==> src/rtl/mul_unit_ctrl.sv <==
// mul_unit_ctrl: sequences one RV32M multiply at a time from the reservation
// station through the shared shift-add multiplier and holds the selected
// result half until the CDB arbiter grants its broadcast.
module mul_unit_ctrl #(
  parameter int ROB_IDX_W = 5,
  parameter int PREG_W    = 6,
  parameter int XLEN      = 32
) (
  input  logic                 clk,
  input  logic                 rst,
  input  logic                 flush,
  input  logic                 req_valid,
  output logic                 req_ready,
  input  logic [2:0]           req_funct3,
  input  logic [XLEN-1:0]      req_rs1_v,
  input  logic [XLEN-1:0]      req_rs2_v,
  input  logic [ROB_IDX_W-1:0] req_rob_idx,
  input  logic [PREG_W-1:0]    req_pd,
  input  logic [4:0]           req_rd,
  output logic                 mul_start,
  output logic [1:0]           mul_type,
  output logic [XLEN-1:0]      mul_a,
  output logic [XLEN-1:0]      mul_b,
  output logic                 mul_flush,
  input  logic [2*XLEN-1:0]    mul_p,
  input  logic                 mul_done,
  output logic                 cdb_valid,
  input  logic                 cdb_grant,
  output logic [ROB_IDX_W-1:0] cdb_rob_idx,
  output logic [PREG_W-1:0]    cdb_pd,
  output logic [4:0]           cdb_rd,
  output logic [XLEN-1:0]      cdb_data,
  output logic                 busy
);

  typedef enum logic [1:0] {
    IDLE,
    BUSY,
    RESULT
  } state_t;

  state_t     state;
  logic       hi_sel;
  logic       accept;
  logic [1:0] dec_type;
  logic       dec_hi;
  logic       funct3_unused;

  // Only funct3[1:0] distinguishes the four multiply flavours.
  assign funct3_unused = req_funct3[2];

  // The multiplier is flushed together with this controller.
  assign mul_flush = flush;

  // A new op is taken when idle, or when the held result leaves this cycle;
  // flush and reset both refuse it.
  assign req_ready = rst && !flush &&
                     ((state == IDLE) || ((state == RESULT) && cdb_grant));
  assign accept    = req_valid && req_ready;

  // Map funct3 to multiplier signedness and to which product half is kept.
  always_comb begin
    dec_type = 2'b01;
    dec_hi   = 1'b1;
    case (req_funct3[1:0])
      2'b00:   begin dec_type = 2'b01; dec_hi = 1'b0; end
      2'b01:   dec_type = 2'b01;
      2'b10:   dec_type = 2'b10;
      default: dec_type = 2'b00;
    endcase
  end

  // Controller state machine; every output it drives is registered here.
  always_ff @(posedge clk or negedge rst) begin
    if (!rst) begin
      state       <= IDLE;
      hi_sel      <= 1'b0;
      mul_start   <= 1'b0;
      mul_type    <= 2'b00;
      mul_a       <= '0;
      mul_b       <= '0;
      cdb_valid   <= 1'b0;
      cdb_rob_idx <= '0;
      cdb_pd      <= '0;
      cdb_rd      <= '0;
      cdb_data    <= '0;
      busy        <= 1'b0;
    end else if (flush) begin
      state       <= IDLE;
      hi_sel      <= 1'b0;
      mul_start   <= 1'b0;
      mul_type    <= 2'b00;
      mul_a       <= '0;
      mul_b       <= '0;
      cdb_valid   <= 1'b0;
      cdb_rob_idx <= '0;
      cdb_pd      <= '0;
      cdb_rd      <= '0;
      cdb_data    <= '0;
      busy        <= 1'b0;
    end else if (accept) begin
      state       <= BUSY;
      hi_sel      <= dec_hi;
      mul_start   <= 1'b1;
      mul_type    <= dec_type;
      mul_a       <= req_rs1_v;
      mul_b       <= req_rs2_v;
      cdb_valid   <= 1'b0;
      cdb_rob_idx <= req_rob_idx;
      cdb_pd      <= req_pd;
      cdb_rd      <= req_rd;
      busy        <= 1'b1;
    end else begin
      case (state)
        BUSY: begin
          if (mul_done) begin
            state     <= RESULT;
            mul_start <= 1'b0;
            cdb_valid <= 1'b1;
            cdb_data  <= hi_sel ? mul_p[2*XLEN-1:XLEN] : mul_p[XLEN-1:0];
          end
        end
        RESULT: begin
          if (cdb_grant) begin
            state     <= IDLE;
            cdb_valid <= 1'b0;
            busy      <= 1'b0;
          end
        end
        default: begin
          state <= IDLE;
        end
      endcase
    end
  end

endmodule
==> config.mk <==
export PLATFORM = sky130hd
export DESIGN_NAME = mul_unit_ctrl
export DESIGN_NICKNAME = d
export VERILOG_FILES = /design/src/rtl/mul_unit_ctrl.sv
export SDC_FILE = /design/constraint.sdc
export NUM_CORES = 1
export LEC_CHECK = 0
export BUFFER_PORTS_ARGS = -buffer_cell sky130_fd_sc_hd__buf_2
export CORE_MARGIN = 2
export CORE_UTILIZATION = 43
export CTS_BUF_LIST = sky130_fd_sc_hd__clkbuf_4 sky130_fd_sc_hd__clkbuf_8
export CTS_CLUSTER_DIAMETER = 100
export DETAILED_ROUTE_END_ITERATION = 8
export PLACE_DENSITY = 0.8
export SLEW_MARGIN = 20
export SYNTH_ARGS = -nofsm -noshare
export SYNTH_HDL_FRONTEND = slang
export SYNTH_SLANG_ARGS = --single-unit
==> constraint.sdc <==
create_clock -name clk -period 1.6 [get_ports clk]
set_input_delay 0.24 -clock clk [delete_from_list [all_inputs] [get_ports clk]]
set_output_delay 0.24 -clock clk [all_outputs]
set_load 0.01 [all_outputs]
==> qor.csv, run 1 <==
stage,metric,value,unit
route,routedWlPerCell,18.4,um
power,finalPower,7.49,mW
run_status,violations,setup timing,
worst_setup_path,r2r_start,state[0],
worst_setup_path,cp-start-kind,register,
synthesis,syn-num-nets,708,
worst_setup_path,arrival,1.52,ns
synthesis,synthAdderAreaFrac,0.885,%
hold_path,hold_path_end,cdb_pd[0],
route,firstDrtPassIters,4,
route,num_vias,5467,
timing,setup_viol,100,
finish,drive_above_1_share,42.9,%
synthesis,ys_types,32,
route,drt_iter0_drc,346,
placed_design,place_hpwl,11.2,mm
synthesis,yosys_warnings,0,
hold_path,min_delay_path_depth,3,
placed_design,portBuffers,270,
timing,drv_slew,0,
synthesis,synthSimpleGateAreaFrac,4.54,%
power,power_frac_clock,36.9,%
power,seqPwrFrac,44.6,%
placed_design,dp_cells,957,
timing,fin_ws,-0.156,ns
clocking,cts.root.buffer_cell,clkbuf_8,
global_routing,grtUsageTotal,24.7,%
power,internal_power,5.40,mW
die,coreArea,12700,um2
die,io_pins,272,
worst_setup_path,critPathCaptureType,primary output,
clocking,cts_sinks,120,
placed_design,gp_congestion,0.806,
die,die_w,119,um
finish,stdcell_count,1017,
power,p_switching,2.09,mW
worst_setup_path,cp_cell_sequence,ha_2 -> a21o_4 -> and3_4 -> buf_6,
clocking,clk_latency,0.44,ns
synthesis,avgSynthCellArea,10.3,um2
worst_setup_path,slowest_stage,dfrtp_1,
global_routing,grt_overflow,0,
hold_path,min_from,req_pd[0],
synthesis,netlist_instances,551,
hold_path,hold_path_class,primary input to register,
die,row_count,41,
finish,synthToLayoutAreaGrowth,44.3,%
die,die_area,14100,um2
timing,setup_tns,-5.84,ns
synthesis,synthMuxAreaShare,5.66,%
worst_setup_path,rr_endpoint,cdb_data[26],
timing,rsz0062_at_grt,yes,
route,drc_errors,0,
power,powerDensity,918,nW/um2
worst_setup_path,r2r.worst_path.cells,8,
clocking,numCtsBuffers,17,
timing,final.min_clock_period,1.76,ns
timing,relSlewSlack,34.9,%
job,maxCapViolCount,0,
finish,finalInstanceArea,8160,um2
clocking,clockBufferDepth,2,
power,power.share.combinational,18.5,%
die,die-height,119,um
synthesis,yosysSeqAreaShare,53.1,%
global_routing,antenna_found_initial,1,
timing,fin_skew,0.0108,ns
worst_setup_path,crit_type,register to primary output,
finish,nets,988,
synthesis,synth_xor_area_share,0,%
global_routing,grt_max_degree,78,
synthesis,ys_seq_elements,120,
die,start_util,44.4,%
synthesis,synth_top_family_by_area,compound AO/OA/AOI/OAI gates,
synthesis,synth_area,5650,um2
global_routing,grt_pass1_vias,5387,
global_routing,grt_pass1_wl,27.5,mm
clocking,cts_htree_levels,4,
route,ant_nets,0,
placed_design,placed_cell_area,7230,um2
route,drt-total-wl,18.7,mm
power,leakagePower,4.35,nW
run_status,status,finished with violations,
worst_setup_path,crit_fanout,3,
power,swShare,27.9,%
clocking,tritoncts,done,
worst_setup_path,r2r_slack,-0.15,ns
worst_setup_path,slowest_delay,0.40,ns
route,viasPerCell,5.38,
timing,tightest_slew,0.976,ns
timing,hold_viol_final,0,
timing,fmax,570,MHz
timing,period_share,110,%
power,vdd_ir_drop_max,0.702,mV
synthesis,synth-compound-area-share,25.4,%
worst_setup_path,cp.required,1.36,ns
clocking,path_clk_slew,0.07,ns
## cells in the mapped netlist (all sizes together)
master	count	area share, %
nand2b	2	0.22
a22o	33	5.1
clkbuf	17	1.1
a21oi	3	0.46
nor3b	2	0.35
a21boi	2	0.27
nor2	1	0.066
ha	4	0.89
o211ai	83	11
mux2i	32	5.7
and3	1	0.11
a2111oi	1	0.15
a221o	1	0.18
dfrtp	120	53
buf	37	3.7
a31o	1	0.31
o21a	1	0.13
inv	83	5.5
a21o	1	0.27
o21ai	85	7.5
and2	1	0.13
nand3	3	0.49
nor3	32	2.8
nand2	5	0.33
## worst max-delay path: cells and delay by family (launching register included)
family / cells / cell delay [ns]
AOI/OAI and AO/OA: 1 / 0.20
buffers and inverters: 1 / 0.12
DFF: 1 / 0.40
adders and majority gates: 1 / 0.19
and+or+nand+nor: 1 / 0.17
## placed cells by master, fill, tap and decap left out, types with 2 or more instances in the layout
| cell | n |
|---|---|
| o21ai_0 | 49 |
| nor3_1 | 32 |
| nand2b_1 | 2 |
| nand3_1 | 2 |
| a22o_1 | 33 |
| dfrtp_1 | 119 |
| inv_2 | 3 |
| buf_4 | 13 |
| o21ai_1 | 36 |
| ha_2 | 2 |
| clkinv_2 | 6 |
| clkbuf_16 | 7 |
| a31o_4 | 4 |
| buf_16 | 5 |
| clkinvlp_4 | 5 |
| inv_1 | 80 |
| a21oi_4 | 2 |
| buf_6 | 4 |
| mux2i_1 | 32 |
| dlygate4sd3_1 | 3 |
| a21boi_0 | 2 |
| buf_2 | 268 |
| buf_12 | 11 |
| o211ai_1 | 83 |
| bufinv_16 | 3 |
| nor3b_2 | 2 |
| nand2_1 | 4 |
| clkbuf_8 | 17 |
## power by group through the flow
stage / combinational (mW) / sequential [mW] / clock [mW]
after floorplan: 0.499 / 3.48 / 0
after global placement: 1.19 / 3.39 / 0
after detailed placement: 1.21 / 3.39 / 0
after CTS: 1.31 / 3.34 / 2.82
after global routing: 1.50 / 3.36 / 2.97
final: 1.38 / 3.34 / 2.76
## logic make-up after synthesis
logic type               Yosys count
adder cells (fa/ha/maj)            4
multiplexers                      32
buffers and inverters            137
flip-flops                       120
AO/OA/AOI/OAI                    211
AND/OR/NAND/NOR                   47
## state kept, by name, summed over array words and instances (netlist names)
signal / flops
state: 2
mul_b: 32
cdb_data: 32
hi_sel: 1
cdb_rob_idx: 5
cdb_valid: 1
busy: 1
mul_type: 2
mul_a: 32
mul_start: 1
cdb_rd: 5
cdb_pd: 6
## layer usage
| layer | wire (um) | GRT usage, % | up-vias |
|---|---|---|---|
| met5 | 0 | 0 | - |
| met4 | 495 | 11.1 | 0 |
| met3 | 1580 | 7.43 | 39 |
| met2 | 9370 | 41.0 | 262 |
| met1 | 7270 | 29.5 | 2636 |
| li1 | - | - | 2530 |
## metrics by stage
stage,hold slack (ns),setup slack [ns],util [%]
floorplan,-0.0556,0.0298,-
global placement,0.0536,0.0227,56.8
detailed placement,0.0574,-0.0220,56.8
CTS,0.000113,-0.207,62.1
global route,0.0178,-0.222,64.1
finish,0.0280,-0.156,64.1
## worst max-delay path by stage
stage               depth (start not counted)      endpoint     start  slack [ns]
detailed placement                          5  cdb_data[24]  state[1]       -0.02
global placement                            5  cdb_data[28]  state[1]        0.02
CTS                                         4     req_ready  state[1]       -0.21
global route                                5     req_ready  state[1]       -0.22
floorplan                                   6  cdb_data[10]  state[0]        0.03
finish                                      4     req_ready  state[1]       -0.16
## area by class of cell
type | count | area [um2]
multi-input cells | 297 | 2160
diodes | 1 | 2.50
clock inverters | 14 | 158
inverters | 83 | 312
well taps | 172 | 215
fillers | 1093 | 4560
repair buffers | 312 | 2060
clock buffers | 18 | 241
flip-flops and latches | 120 | 3000
## repair_timing
item | CTS | global route
endpoints found under the setup margin | 33 | 121
pin swaps | 7 | 1
hold buffers | 3 | 0
endpoints found under the hold margin | 45 | 0
buffers inserted | 7 | 1
gates resized for setup | 14 | 25
cloned | 6 | 10
Note: power is estimated with default switching activity, not from simulation.
==> run 2, diff against run 1 <==
CORE_UTILIZATION = 48   (was 43)
PLACE_DENSITY = 0.85   (was 0.8)
clock period = 2.2 ns   (was 1.6 ns; I/O delays follow)
==> qor.csv, run 2 (same netlist as run 1, synthesis figures left out) <==
stage,metric,value,unit,change
die,die_area,12700,um2,-10%
worst_setup_path,cp.required,1.87,ns,+0.51 ns
die,io_pins,272,,unchanged
clocking,cts_sinks,120,,unchanged
worst_setup_path,critPathCaptureType,primary output,,
clocking,clockBufferDepth,2,,unchanged
route,drt_iter0_drc,474,,+37%
finish,final_common_cell,buf_2,,
power,powerDensity,689,nW/um2,-25%
timing,relSlewSlack,34.0,%,-0.89 points
route,viasPerCell,5.42,,+0.74%
clocking,cts_htree_levels,4,,unchanged
route,drt-total-wl,15.5,mm,-17%
placed_design,pre_cts_ws,0.429,ns,+0.451 ns
die,coreArea,11500,um2,-9.9%
worst_setup_path,crit_fanout,5,,+2
die,row_count,39,,-4.9%
die,die-height,113,um,-5.2%
worst_setup_path,cp_cell_sequence,inv_1 -> ha_1 -> a21o_4 -> and3_1 -> buf_2,,
finish,synthToLayoutAreaGrowth,32.2,%,
route,firstDrtPassIters,6,,+2
timing,tightest_slew,0.990,ns,+0.0133 ns
power,vdd_ir_drop_max,0.485,mV,-31%
clocking,path_clk_slew,0.07,ns,about the same
finish,mostFrequentLayoutCells,"269 x buf_2, 119 x dfrtp_1, 83 x o211ai_1, 82 x inv_1, 65 x o21ai_0",,
worst_setup_path,arrival,1.73,ns,+0.21 ns
placed_design,portBuffers,270,,unchanged
finish,final_core_util,65.2,%,+1.0 points
timing,fin_skew,0.00661,ns,-0.00416 ns
route,ant_nets,0,,unchanged
die,die_w,113,um,-5.2%
finish,finalInstanceArea,7470,um2,-8.4%
finish,nets,958,,-3.0%
route,num_vias,5188,,-5.1%
timing,setup_viol,0,,-100%
timing,setup_tns,0,ns,+5.84 ns
worst_setup_path,critPathTopFamily,flip-flops,,
hold_path,hold_path_class,primary input to register,,
route,drc_errors,0,,unchanged
timing,final.min_clock_period,2.06,ns,
finish,drive_above_1_share,40.0,%,-2.8 points
global_routing,grt_max_degree,80,,+2.6%
worst_setup_path,cp-start-kind,register,,
timing,period_share,93.6,%,
timing,fin_ws,0.141,ns,+0.296 ns
placed_design,placed_cell_area,7060,um2,-2.3%
placed_design,place_hpwl,10.8,mm,-3.8%
clocking,post_cts_buffers,0,,-7
worst_setup_path,crit_type,register to primary output,,
die,start_util,49.3,%,+4.9 points
power,leakagePower,4.06,nW,-6.6%
worst_setup_path,slowest_delay,0.40,ns,about the same
worst_setup_path,slowest_stage,dfrtp_1,,
clocking,numCtsBuffers,17,,unchanged
timing,hold_viol_final,0,,unchanged
job,maxCapViolCount,0,,unchanged
timing,drv_slew,0,,unchanged
clocking,clk_latency,0.43,ns,about the same
finish,n_fill_cell,957,,-12%
placed_design,gp_congestion,0.809,,+0.42%
global_routing,grt_pass1_wl,24.8,mm,-9.7%
route,routedWlPerCell,16.2,um,-12%
finish,reg_top3,"cdb_data: 32 flops, mul_a: 32 flops, mul_b: 32 flops",,
timing,fmax,486,MHz,
global_routing,grtUsageTotal,24.7,%,-0.025 points
clocking,tritoncts,done,,
global_routing,antenna_found_initial,1,,unchanged
global_routing,grt_overflow,0,,unchanged
global_routing,grt_pass1_vias,5000,,-7.2%
timing,rsz0062_at_grt,no,,
run_status,status,completed,,
clocking,cts.root.buffer_cell,clkbuf_8,,
worst_setup_path,critPathBufInv,2,,+1
## run 2: changes by cell type in the layout (fill, tap and decap cells not counted), moves of 4 or more
cell,delta
o21ai_0,+16
o21ai_1,-16
buf_12,-8
clkbuf_16,-7
buf_16,-5
clkbuf_8,+4
## run 2: worst paths after layout
kind / from / end / slack [ns] / cells past startpoint
worst max register to register: state[1] / cdb_data[14] / 0.44 / 6
worst max-delay path: state[0] / req_ready / 0.14 / 5
worst min register to register: mul_start / mul_start / 0.47 / 2
max in group asynchronous: rst / hi_sel / 0.73 / 3
min in group asynchronous: rst / state[1] / 0.49 / 3
worst min-delay path: req_rs1_v[24] / mul_a[24] / 0.12 / 3
## run 2: layer usage
layer	global-route usage (%)	routed length (um)
met1	30.2	6230
met2	40.6	7660
met3	6.70	1070
met4	11.6	550
met5	0	0
## run 2: report_power, final
group          leakage (nW)  switching [mW]  internal, mW
Combinational          2.25           0.481         0.362
Clock                 0.199           0.840          1.04
Sequential             1.61          0.0775          2.35
## run 2: what timing repair did
action | 4_1_cts | 5_1_grt
endpoints found under the setup margin | 0 | 1
endpoints found under the hold margin | 11 | 0
hold buffers | 2 | 0
resized for setup | 0 | 2
## run 2: final cells by class
class | count | area, um2 | area share (%)
flip-flops and latches | 120 | 3000 | 40.2
clock buffers | 24 | 312 | 4.17
inverters | 83 | 312 | 4.17
clock inverters | 8 | 70.1 | 0.938
well taps | 143 | 179 | 2.39
multi-input cells | 294 | 2080 | 27.8
diodes | 1 | 2.50 | 0.0335
repair buffers | 285 | 1510 | 20.2
## run 2: worst min-delay path, stage by stage
cell	delay, ns
buf_2	0.09
inv_1	0.04
o21ai_1	0.06
## run 2: per-stage QoR
stage          cells  hold WS (ns)  power (mW)
5_1_grt          958         0.110        5.40
2_1_floorplan    551        0.0344        2.90
3_3_place_gp     923         0.194        3.29
4_1_cts          957        0.0962        5.20
3_5_place_dp     923         0.195        3.31
6_report         958         0.124        5.15
==> run 3, diff against run 2 <==
==> constraint.sdc (replaced) <==
create_clock -name clk -period 2.2 [get_ports clk]
set_input_delay 0.44 -clock clk [delete_from_list [all_inputs] [get_ports clk]]
set_output_delay 0.44 -clock clk [all_outputs]
set_load 0.01 [all_outputs]
==> qor.csv, run 3 (same netlist as run 1, synthesis figures left out) <==
stage,metric,value,unit,change
timing,fmax,484,MHz,-0.38%
worst_setup_path,arrival,1.63,ns,-0.10 ns
run_status,status,completed,,
timing,period_share,94.0,%,+0.36 points
die,die_w,113,um,unchanged
clocking,numCtsBuffers,17,,unchanged
placed_design,gp_congestion,0.795,,-1.8%
clocking,clk_latency,0.43,ns,about the same
global_routing,grt_pass1_vias,4938,,-1.2%
timing,final.min_clock_period,2.07,ns,+0.00784 ns
power,leakagePower,4.10,nW,+0.84%
timing,tightest_slew,0.566,ns,-0.423 ns
finish,drive_above_1_share,40.8,%,+0.73 points
placed_design,place_hpwl,10.7,mm,-0.89%
finish,multi_input_area,2080,um2,+0.12%
power,vdd_ir_drop_max,0.474,mV,-2.2%
finish,n_fill_cell,935,,-2.3%
timing,drv_slew,0,,unchanged
clocking,cts.root.buffer_cell,clkbuf_8,,
timing,hold_viol_final,0,,unchanged
finish,mostFrequentLayoutCells,"269 x buf_2, 119 x dfrtp_1, 83 x o211ai_1, 82 x inv_1, 65 x o21ai_0",,
timing,setup_tns,0,ns,unchanged
timing,relSlewSlack,62.2,%,+28 points
clocking,cts_htree_levels,4,,unchanged
global_routing,grt_max_degree,84,,+5.0%
hold_path,hold_path_class,primary input to async pin,,
route,ant_nets,0,,unchanged
finish,synthToLayoutAreaGrowth,32.8,%,
job,maxCapViolCount,0,,unchanged
global_routing,grt_overflow,0,,unchanged
clocking,cts_sinks,120,,unchanged
route,drc_errors,0,,unchanged
die,start_util,49.3,%,unchanged
placed_design,portBuffers,270,,unchanged
timing,hold_ws,0.0437,ns,-0.0804 ns
route,drt_iter0_drc,376,,-21%
clocking,path_clk_slew,0.07,ns,about the same
global_routing,antenna_found_initial,0,,-1
placed_design,placed_cell_area,7130,um2,+0.99%
timing,rsz0062_at_grt,no,,
power,powerDensity,679,nW/um2,-1.5%
timing,fin_skew,0.00954,ns,+0.00293 ns
route,viasPerCell,5.36,,-1.0%
die,die-height,113,um,unchanged
route,num_vias,5155,,-0.64%
worst_setup_path,crit_start,state[0],,
global_routing,grt_pass1_wl,24.5,mm,-1.5%
worst_setup_path,crit_type,register to primary output,,
finish,final_common_cell,buf_2,,
finish,regArea,3000,um2,unchanged
route,drt-total-wl,15.3,mm,-1.3%
worst_setup_path,r2r_start,state[0],,
route,firstDrtPassIters,4,,-2
worst_setup_path,slowest_stage,dfrtp_1,,
clocking,tritoncts,done,,
die,die_area,12700,um2,unchanged
finish,nets,963,,+0.52%
global_routing,grtUsageTotal,24.2,%,-0.50 points
worst_setup_path,cp-start-kind,register,,
finish,diodes,0,,-1
worst_setup_path,slowest_delay,0.35,ns,-0.05 ns
worst_setup_path,critPathCaptureType,primary output,,
worst_setup_path,crit_fanout,5,,unchanged
clocking,clockBufferDepth,2,,unchanged
die,row_count,39,,unchanged
timing,setup_viol,0,,unchanged
finish,finalInstanceArea,7510,um2,+0.45%
worst_setup_path,cp.required,1.76,ns,-0.11 ns
worst_setup_path,cp_cell_sequence,inv_1 -> ha_2 -> a21o_4 -> and3_1 -> buf_2,,
die,io_pins,272,,unchanged
finish,reg_top3,"cdb_data: 32 flops, mul_a: 32 flops, mul_b: 32 flops",,
route,routedWlPerCell,15.9,um,-1.7%
die,coreArea,11500,um2,unchanged
-- run 3: routing by layer --
metal	part of all wire (%)	routed length, um	track usage, %
met1	41	6270	29.9
met2	50	7610	40.5
met3	7.3	1120	7.72
met4	2.1	314	7.64
met5	0	0	0
-- run 3: layout make-up --
| type | count | area share (%) |
|---|---|---|
| flip-flops and latches | 120 | 40.0 |
| clock inverters | 10 | 1.03 |
| well taps | 143 | 2.38 |
| clock buffers | 22 | 3.78 |
| inverters | 83 | 4.15 |
| multi-input cells | 294 | 27.8 |
| repair buffers | 290 | 20.9 |
-- run 3: final timing paths --
check,end,slack (ns),cells after the start
worst max-delay path,req_ready,0.13,5
worst min-delay path,cdb_data[30],0.04,2
worst max register to register,cdb_data[13],0.39,6
worst min register to register,mul_start,0.47,2
max in group asynchronous,mul_b[12],1.21,3
min in group clk,mul_type[0],0.24,2
-- run 3: timing repair --
action                     in CTS  in global routing
gates resized for setup         1                  1
buffers inserted                0                  1
hold buffers                    0                  0
setup endpoints to repair       1                  1
-- run 3: through the flow --
step           instances  utilization, %  setup slack, ns  power, mW
6_report             962            65.5            0.133       5.10
3_5_place_dp         929            62.2            0.291       3.33
4_1_cts              961            65.4           0.0240       5.15
5_1_grt              962            65.5           0.0322       5.36
2_1_floorplan        551               -            0.587       2.90
3_3_place_gp         929            62.2            0.312       3.31
-- run 3: critical path: cells and delay by family, from the launching register on --
kind                       cells  cell delay, ns
AOI/OAI and AO/OA              1            0.25
adders and majority gates      1            0.22
buffers and inverters          2            0.20
DFF                            1            0.35
and+or+nand+nor                1            0.18
-- run 3: where the power goes --
part / leakage [nW] / internal (mW) / switching, mW / total, mW
sequential: 1.61 / 2.35 / 0.0770 / 2.43
clock: 0.196 / 0.972 / 0.844 / 1.82
combinational: 2.29 / 0.373 / 0.481 / 0.854
total: 4.10 / 3.70 / 1.40 / 5.10
